[config.mk]
export PLATFORM = sky130hd
export DESIGN_NAME = stopwatch_bcd
export DESIGN_NICKNAME = d
export VERILOG_FILES = /design/src/rtl/clock_pkg.sv /design/src/rtl/bcd_digit_cnt.sv /design/src/rtl/stopwatch_bcd.sv
export SDC_FILE = /design/constraint.sdc
export NUM_CORES = 1
export LEC_CHECK = 0
export ABC_AREA = 1
export CAP_MARGIN = 0
export CORE_UTILIZATION = 46
export DETAILED_ROUTE_END_ITERATION = 10
export PLACE_DENSITY = 0.76
export SLEW_MARGIN = 20
export SYNTH_ARGS = -nofsm -noshare
export SYNTH_HDL_FRONTEND = slang
export SYNTH_SLANG_ARGS = --single-unit
[constraint.sdc]
create_clock -name CLK -period 1.6 [get_ports CLK]
set_input_delay 0.48 -clock CLK [delete_from_list [all_inputs] [get_ports CLK]]
set_output_delay 0.48 -clock CLK [all_outputs]
set_load 0.02 [all_outputs]
[src/rtl/clock_pkg.sv]
// Shared types for the BCD stopwatch time base.
// Digit type, run-state encoding and digit moduli.
package clock_pkg;

  typedef logic [3:0] bcd_t;

  typedef enum logic [1:0] {
    IDLE  = 2'd0,
    RUN   = 2'd1,
    PAUSE = 2'd2
  } state_t;

  localparam int DEC_MOD = 10;
  localparam int SEX_MOD = 6;

endpackage

[src/rtl/bcd_digit_cnt.sv]
// One BCD digit counter with clear priority over increment.
// Carry is combinational: asserted when incrementing from MAXV.
module bcd_digit_cnt
  import clock_pkg::*;
#(
  parameter int MOD  = DEC_MOD,
  parameter int MAXV = MOD - 1
) (
  input  logic CLK,
  input  logic RST_N,
  input  logic inc_i,
  input  logic clr_i,
  output bcd_t value_o,
  output logic carry_o
);

  localparam bcd_t MAXB =
    bcd_t'((MAXV < MOD) ? MAXV : MOD - 1);

  bcd_t val_q, val_d;

  // next value: clear, wrap at MAXB, or step
  always_comb begin
    val_d = val_q;
    if (clr_i) begin
      val_d = '0;
    end else if (inc_i) begin
      val_d = (val_q == MAXB) ? '0 : val_q + 4'd1;
    end
  end

  // digit register
  always_ff @(posedge CLK or negedge RST_N) begin
    if (!RST_N) val_q <= '0;
    else        val_q <= val_d;
  end

  assign value_o = val_q;
  assign carry_o = inc_i && (val_q == MAXB);

endmodule

[src/rtl/stopwatch_bcd.sv]
// MM:SS.CC stopwatch: run/pause FSM, BCD digit chain, overflow flag.
// Optional lap freeze of the display when STOPWATCH_LAP_EN is defined.
module stopwatch_bcd
  import clock_pkg::*;
#(
  parameter int MIN_MAX = 59
) (
  input  logic CLK,
  input  logic RST_N,
  input  logic EN10MS,
  input  logic START,
  input  logic CLR,
  input  logic LAP,
  output bcd_t CS0,
  output bcd_t CS1,
  output bcd_t SEC0,
  output bcd_t SEC1,
  output bcd_t MIN0,
  output bcd_t MIN1,
  output logic RUNNING,
  output logic OVF,
  output logic LAP_ACT
);

  localparam bcd_t MMAX1 = bcd_t'(MIN_MAX / 10);
  localparam bcd_t MMAX0 = bcd_t'(MIN_MAX % 10);

  state_t state_q, state_d;
  logic   clr_acc;
  logic   tick;
  logic   wrap;
  logic   clr_all;
  logic   ovf_q, ovf_d;

  bcd_t c0, c1, s0, s1, m0, m1;
  logic c0_cy, c1_cy, s0_cy, s1_cy, m0_cy, m1_cy;
  logic [23:0] live;

  // run/pause/clear decisions; CLR only honoured outside RUN
  always_comb begin
    state_d = state_q;
    clr_acc = 1'b0;
    unique case (state_q)
      IDLE, PAUSE: begin
        if (CLR) begin
          clr_acc = 1'b1;
          state_d = IDLE;
        end else if (START) begin
          state_d = RUN;
        end
      end
      RUN: begin
        if (START) state_d = PAUSE;
      end
      default: state_d = IDLE;
    endcase
  end

  // state register
  always_ff @(posedge CLK or negedge RST_N) begin
    if (!RST_N) state_q <= IDLE;
    else        state_q <= state_d;
  end

  assign tick = (state_q == RUN) && EN10MS;

  assign wrap = tick &&
    (c0 == 4'd9) && (c1 == 4'd9) &&
    (s0 == 4'd9) && (s1 == 4'd5) &&
    (m0 == MMAX0) && (m1 == MMAX1);

  assign clr_all = clr_acc | wrap;

  bcd_digit_cnt #(.MOD(DEC_MOD)) u_cs0 (
    .CLK(CLK), .RST_N(RST_N),
    .inc_i(tick), .clr_i(clr_all),
    .value_o(c0), .carry_o(c0_cy)
  );

  bcd_digit_cnt #(.MOD(DEC_MOD)) u_cs1 (
    .CLK(CLK), .RST_N(RST_N),
    .inc_i(c0_cy), .clr_i(clr_all),
    .value_o(c1), .carry_o(c1_cy)
  );

  bcd_digit_cnt #(.MOD(DEC_MOD)) u_sec0 (
    .CLK(CLK), .RST_N(RST_N),
    .inc_i(c1_cy), .clr_i(clr_all),
    .value_o(s0), .carry_o(s0_cy)
  );

  bcd_digit_cnt #(.MOD(SEX_MOD)) u_sec1 (
    .CLK(CLK), .RST_N(RST_N),
    .inc_i(s0_cy), .clr_i(clr_all),
    .value_o(s1), .carry_o(s1_cy)
  );

  bcd_digit_cnt #(.MOD(DEC_MOD)) u_min0 (
    .CLK(CLK), .RST_N(RST_N),
    .inc_i(s1_cy), .clr_i(clr_all),
    .value_o(m0), .carry_o(m0_cy)
  );

  bcd_digit_cnt #(.MOD(DEC_MOD)) u_min1 (
    .CLK(CLK), .RST_N(RST_N),
    .inc_i(m0_cy), .clr_i(clr_all),
    .value_o(m1), .carry_o(m1_cy)
  );

  // sticky overflow; a 99-minute rollover also counts as a wrap
  always_comb begin
    ovf_d = ovf_q;
    if (clr_acc)             ovf_d = 1'b0;
    else if (wrap || m1_cy)  ovf_d = 1'b1;
  end

  // overflow register
  always_ff @(posedge CLK or negedge RST_N) begin
    if (!RST_N) ovf_q <= 1'b0;
    else        ovf_q <= ovf_d;
  end

  assign live    = {m1, m0, s1, s0, c1, c0};
  assign RUNNING = (state_q == RUN);
  assign OVF     = ovf_q;

`ifdef STOPWATCH_LAP_EN
  logic        lap_q, lap_d;
  logic [23:0] snap_q, snap_d;

  // lap toggle: freeze only while running, release in RUN or PAUSE
  always_comb begin
    lap_d  = lap_q;
    snap_d = snap_q;
    if (clr_acc) begin
      lap_d  = 1'b0;
      snap_d = '0;
    end else if (LAP) begin
      if (lap_q) begin
        lap_d = 1'b0;
      end else if (state_q == RUN) begin
        lap_d  = 1'b1;
        snap_d = live;
      end
    end
  end

  // lap flag and frozen digits
  always_ff @(posedge CLK or negedge RST_N) begin
    if (!RST_N) begin
      lap_q  <= 1'b0;
      snap_q <= '0;
    end else begin
      lap_q  <= lap_d;
      snap_q <= snap_d;
    end
  end

  assign {MIN1, MIN0, SEC1, SEC0, CS1, CS0} =
    lap_q ? snap_q : live;
  assign LAP_ACT = lap_q;
`else
  logic unused_lap;
  assign unused_lap = LAP;
  assign {MIN1, MIN0, SEC1, SEC0, CS1, CS0} = live;
  assign LAP_ACT = 1'b0;
`endif

endmodule

# [Word level (Yosys, flattened, before mapping)]
# Cells that the tools add are included.
[totals] elab_cells=71 out_inout_bits=27 input_bits=6 regBits=27
[classes] bitwise_logic=1 reduce_logical=19 n_mux=26 n_eq_ne=11 add_sub_neg=6
[op_table] op="$mux 4" count=18
[op_table] op="$add 4x1->4 const B" count=6
[op_table] op="$eq 4x4->1 const B" count=5
[op_table] op="$reduce_bool 2->1" count=7
[op_table] op="$eq 4x3->1 const B" count=2
[op_table] op="$logic_and 1x1->1" count=8
[op_table] op="$mux 2" count=3
[op_table] op="$mux 1" count=4
[op_table] op="$pmux 2 s2" count=1
[op_table] op="$ne 3x3->1 const B" count=1
[op_table] op="$eq 2x1->1 const B" count=1
[op_table] op="$eq 2x2->1 const B" count=1
[op_table] op="$logic_not 2->1" count=1
[op_table] op="$ne 2x2->1 const B" count=1
[op_table] op="$reduce_and 2->1" count=1
[op_table] op="$reduce_or 2->1" count=1
[op_table] op="$logic_or 1x1->1" count=1
[op_table] op="$or 1x1->1" count=1

# [Longest topological paths before layout]
[depth] depth_word=11 mapped_depth=11 depth_no_buf=11

# [Cells and area by module]
# Synthesis repeated with hierarchy kept, for this count alone.
[unflattened] cells_unflattened=294 hier_area_um2=1875.5
[by_module_without_submodules] module="bcd_digit_cnt (u_cs0 ...)" cells_per_inst=40 n_inst=5 area_per_inst_um2=265.3 seq_area_each_um2=100.1
[by_module_without_submodules] module="stopwatch_bcd" cells_per_inst=54 n_inst=1 area_per_inst_um2=286.5 seq_area_each_um2=75.1
[by_module_without_submodules] module="bcd_digit_cnt (u_sec1)" cells_per_inst=40 n_inst=1 area_per_inst_um2=262.8 seq_area_each_um2=100.1

# [Worst setup path before layout]
# OpenSTA, ideal clock, no wires.
[synth_timing] kind="flip-flop to flip-flop" startpoint="register u_cs0.val_q[0], in the netlist u_cs0.value_o[0]" endpoint="register u_cs1.val_q[2], in the netlist u_cs1.value_o[2]" period_less_slack_ns=1.764 setup_ns=0.118 slack_ns=-0.164 required_ns=1.482 arrival_time_ns=1.646 path_buffers=1 stages_incl_launch_ff=10 path_cell_list="dfrtp_1 ha_1 nand3_1 nor2_8 nand4_4 nor2_4 nand2_2 nand2_1 buf_6 nor2_1"
[synth_between] elab_chain_cells=9 elab_cells_between_ends=10 classes_between="1 x eq/ne; 1 x mux; 1 x bitwise; 7 x reduce/logical"
[synth_lines] item="start: declaration" line="bcd_digit_cnt.sv:20" rtl="bcd_t val_q, val_d;"
[synth_lines] item="start signal: assignment" line="bcd_digit_cnt.sv:35" rtl="else val_q <= val_d;"
[synth_lines] item="$eq 4x4->1 *" line="bcd_digit_cnt.sv:39, stopwatch_bcd.sv:68"
[synth_lines] item="$logic_and 1x1->1 *" line="bcd_digit_cnt.sv:39, stopwatch_bcd.sv:67"
[synth_lines] item="$logic_and 1x1->1 (2 in series)" line="stopwatch_bcd.sv:68" rtl="(c0 == 4'd9) && (c1 == 4'd9) &&"
[synth_lines] item="$logic_and 1x1->1 (2 in series)" line="stopwatch_bcd.sv:69" rtl="(s0 == 4'd9) && (s1 == 4'd5) &&"
[synth_lines] item="$logic_and 1x1->1" line="stopwatch_bcd.sv:70" rtl="(m0 == MMAX0) && (m1 == MMAX1);"
[synth_lines] item="$or 1x1->1" line="stopwatch_bcd.sv:72" rtl="assign clr_all = clr_acc | wrap;"
[synth_lines] item="$mux 4 / $reduce_bool 2->1 (equally long branches)"
[synth_lines] item="end signal: assignment" line="bcd_digit_cnt.sv:35"
[synth_lines] item="end: declaration" line="bcd_digit_cnt.sv:20"
# Mark *: on every way between the ends. The rest lies on a longest branch, timed or not.
# A chain may end at the register's enable or synchronous reset.

# [Worst setup path in the final report]
[layout_timing] startpoint="register u_cs1.val_q[1], in the netlist u_cs1.value_o[1]" endpoint="register u_min0.val_q[3], in the netlist u_min0.value_o[3]"
[layout_between] elab_chain_cells=8 elab_cells_between_ends=9 classes_between="1 x eq/ne; 1 x mux; 1 x bitwise; 6 x reduce/logical"
[layout_lines] item="$eq 4x4->1 *" line="bcd_digit_cnt.sv:39, stopwatch_bcd.sv:68"
[layout_lines] item="$logic_and 1x1->1 * (2 in series)" line="bcd_digit_cnt.sv:39, stopwatch_bcd.sv:68"
[layout_lines] item="$logic_and 1x1->1 *" line="bcd_digit_cnt.sv:39, stopwatch_bcd.sv:69"
[layout_lines] item="$logic_and 1x1->1" line="stopwatch_bcd.sv:69"
[layout_lines] item="$logic_and 1x1->1" line="stopwatch_bcd.sv:70"
[layout_lines] item="$or 1x1->1" line="stopwatch_bcd.sv:72"
[layout_lines] item="$mux 4 / $reduce_bool 2->1 (equally long branches)"
[layout_lines] item="end signal: assignment" line="bcd_digit_cnt.sv:35"
[layout_lines] item="end: declaration" line="bcd_digit_cnt.sv:20"
# Marks and branches as above.

==> out/qor.csv <==
stage,metric,value,unit
power,combPwrFrac,15.7,%
sta,setup_viol,2,
setup_path,crit_buf_inv,2,
sta,rsz0062_at_grt,yes,
logic_synthesis,synth-seq-cells,27,
logic_synthesis,synth_edf_count,0,
sta,layout_min_cycle_time,1.605,ns
sta,fin_ws,-0.004699,ns
power,p_per_area,532.7,nW/µm²
layout,area_growth,41.82,%
power,swShare,27.41,%
routing,drt_iter0_markers,67,
sta,finalMaxSlewViolations,0,
sta,tns,-0.005280,ns
sta,timing.hold.ws,0.4816,ns
floorplan,start_util,50.08,%
cts,clk_latency,0.33,ns
setup_path,cp.required,1.85,ns
routing,vias_per_cell,4.883,
outcome,status,"complete, but fails checks",
power,p_total,1.202,mW
global_routing,grt_max_degree,28,
routing,wl,3486,µm
global_routing,gr-usage-all-layers,20.73,%
setup_path,slowest_delay,0.45,ns
cts,path_clk_slew,0.15,ns
routing,post-route-drc-count,0,
logic_synthesis,yosys_warnings,0,
logic_synthesis,synth_top_area_share,42.45,%
layout,postLayoutCellArea,2257,µm²
cts,htreeDepth,1,
global_routing,grt_pass1_vias,1366,
floorplan,dieArea,3699,µm²
outcome,violations,negative setup slack,
cts,numCtsBuffers,3,
sta,max_freq,623.2,MHz
sta,fin_crit_sh,100.3,%
layout,antenna_cells,0,
sta,clock_skew,0.009082,ns
logic_synthesis,synth_top_cell_by_area,dfrtp_1,
logic_synthesis,syn-instance-count,193,
layout,drive_above_1_share,32.03,%
sta,hold_viol_final,0,
place,place_area,2178,µm²
global_routing,grt-ovfl-total,0,
logic_synthesis,syn_area_per_cell,8.246,µm²
place,dp_slack,-0.3843,ns
setup_path,end_kind,register,
setup_path,cp-start-kind,register,
place,gp_congestion,0.8229,
global_routing,grt_pass1_wl,5733,µm
job,max-cap-violations,0,
cts,clock-root-buffer,clkbuf_4,
floorplan,fp.coreArea,3178,µm²
floorplan,io_pins,33,
power,power.leakage,1.159,nW
place,port_buffers,30,
logic_synthesis,synth_area,1592,µm²
setup_path,cpMaxStageDelayCell,dfrtp_2,
hold_path,min_path_type,primary input to asynchronous set/reset pin,
routing,routedWlPerCell,11.62,µm
floorplan,die_y,60.82,µm
floorplan,fp-row-count,20,
setup_path,crit_path_cell_trace,"inv_2, ha_4, nand2_2, nor2_4, nand4_4, buf_6, nor3_4, nand2_1, o21ai_0",
global_routing,antenna_found_initial,0,
power,power.share.clock,25.4,%
logic_synthesis,netlist_top_cells_count,"nor2_1 (29), nand2_1 (28), dfrtp_1 (27), inv_1 (27)",
floorplan,die_x,60.82,µm
power,max-vdd-ir-drop,0.3429,mV
power,p_sw,329.5,µW
routing,ant_nets,0,
logic_synthesis,async_flop_share,100.0,%
setup_path,arrival,1.85,ns
logic_synthesis,yosysSeqAreaShare,42.45,%
setup_path,cp_max_fo,4,
routing,firstDrtPassIters,4,
logic_synthesis,ys_types,28,
layout,final_nets,273,
power,p_int,872.8,µW
place,place_hpwl,2467,µm
cts,clockBufferDepth,2,
setup_path,crit_family,simple AND/OR/NAND/NOR gates,
cts,hold_buffers,0,
power,p_seq_share,58.9,%
logic_synthesis,ys.flop_type,dfrtp_1,
cts,cts_tree,yes,
setup_path,crit_type,register to register,
cts,cts_sinks,27,
routing,via_count,1465,
logic_synthesis,synth_fp_nets,209,
logic_synthesis,ys_top_cells_by_area,"dfrtp_1 (42%), ha_1 (7.9%), nor2_1 (6.8%)",
logic_synthesis,yosysMostFrequentCell,nor2_1,
repair_timing:
action,CTS,global route
resized for setup,44,36
setup endpoints to repair,43,46
buffers inserted,3,4
pin swaps,0,6
per-stage QoR:
step           util, %  std cells
3_3_place_gp     68.54        289
6_report         71.02        300
3_5_place_dp     68.54        289
2_1_floorplan        -        193
5_1_grt          71.02        300
4_1_cts          70.00        296
worst register-to-register path, stage by stage (launching register included):
cell and delay (ns):
dfrtp_2 0.45, inv_2 0.07, ha_4 0.12, nand2_2 0.08, nor2_4 0.15, nand4_4 0.11
buf_6 0.15, nor3_4 0.24, nand2_1 0.07, o21ai_0 0.09
flip-flops by register name, indices dropped and copies added (netlist names):
| register | flops |
|---|---|
| u_sec1.value_o | 4 |
| u_cs1.value_o | 4 |
| OVF | 1 |
| u_sec0.value_o | 4 |
| u_cs0.value_o | 4 |
| u_min1.value_o | 4 |
| u_min0.value_o | 4 |
| state_q | 2 |
final cells by class:
type	instances	area [µm²]
flip-flops and latches	27	683.2
fillers	269	920.9
repair buffers	61	489.2
clock buffers	4	26.28
well taps	44	55.05
multi-input cells	135	894.6
inverters	29	108.9
worst paths after layout:
kind	start	endpoint	slack (ns)	cells past startpoint
setup / recovery	u_cs1.value_o[1]	u_min0.value_o[3]	-0.005	9
hold / removal	RST_N	u_min0.value_o[2]	0.48	2
setup reg to reg	u_cs1.value_o[1]	u_min0.value_o[3]	-0.005	9
hold reg to reg	OVF	OVF	0.52	2
max in group asynchronous	RST_N	u_cs0.value_o[0]	0.95	2
min in group CLK	OVF	OVF	0.52	2
layer usage:
| layer | vias to the layer above | GRT usage (%) | wire length [µm] |
|---|---|---|---|
| met5 | - | 0 | 0 |
| met3 | 4 | 2.772 | 123 |
| met2 | 30 | 34.22 | 1739 |
| met1 | 683 | 27.52 | 1602 |
| met4 | 0 | 8.442 | 21 |
| li1 | 748 | - | - |
cells by family after synthesis:
| logic type | after synthesis | share of synthesized area, % |
|---|---|---|
| AO/OA/AOI/OAI | 27 | 8.962 |
| XOR/XNOR | 9 | 4.953 |
| adder cells (fa/ha/maj) | 10 | 7.862 |
| buffers and inverters | 31 | 8.019 |
| flip-flops | 27 | 42.45 |
| other | 1 | 0.2356 |
| AND/OR/NAND/NOR | 88 | 27.52 |
placed cells by master, fill, tap and decap left out, drive strengths merged, types with 2 or more instances in the layout:
cell type / synthesis / routed
xor2: 7 / 7
ha: 10 / 10
clkdlybuf4s15: 0 / 8
nor2: 32 / 32
clkbuf: 0 / 15
buf: 2 / 32
nand4: 6 / 6
clkdlybuf4s50: 0 / 3
o21ai: 13 / 13
inv: 29 / 29
dlygate4sd2: 0 / 6
dfrtp: 27 / 27
nand3: 12 / 12
xnor2: 2 / 2
nand2: 31 / 31
nor3: 6 / 6
a21oi: 11 / 11
power by group through the flow:
stage | Combinational (mW) | Sequential, mW | Clock (mW)
finish | 0.189 | 0.708 | 0.306
global route | 0.208 | 0.710 | 0.350
CTS | 0.190 | 0.707 | 0.323
detailed placement | 0.182 | 0.723 | 0
global placement | 0.178 | 0.724 | 0
floorplan | 0.0831 | 0.735 | 0
(Power assumes the default switching activity.)
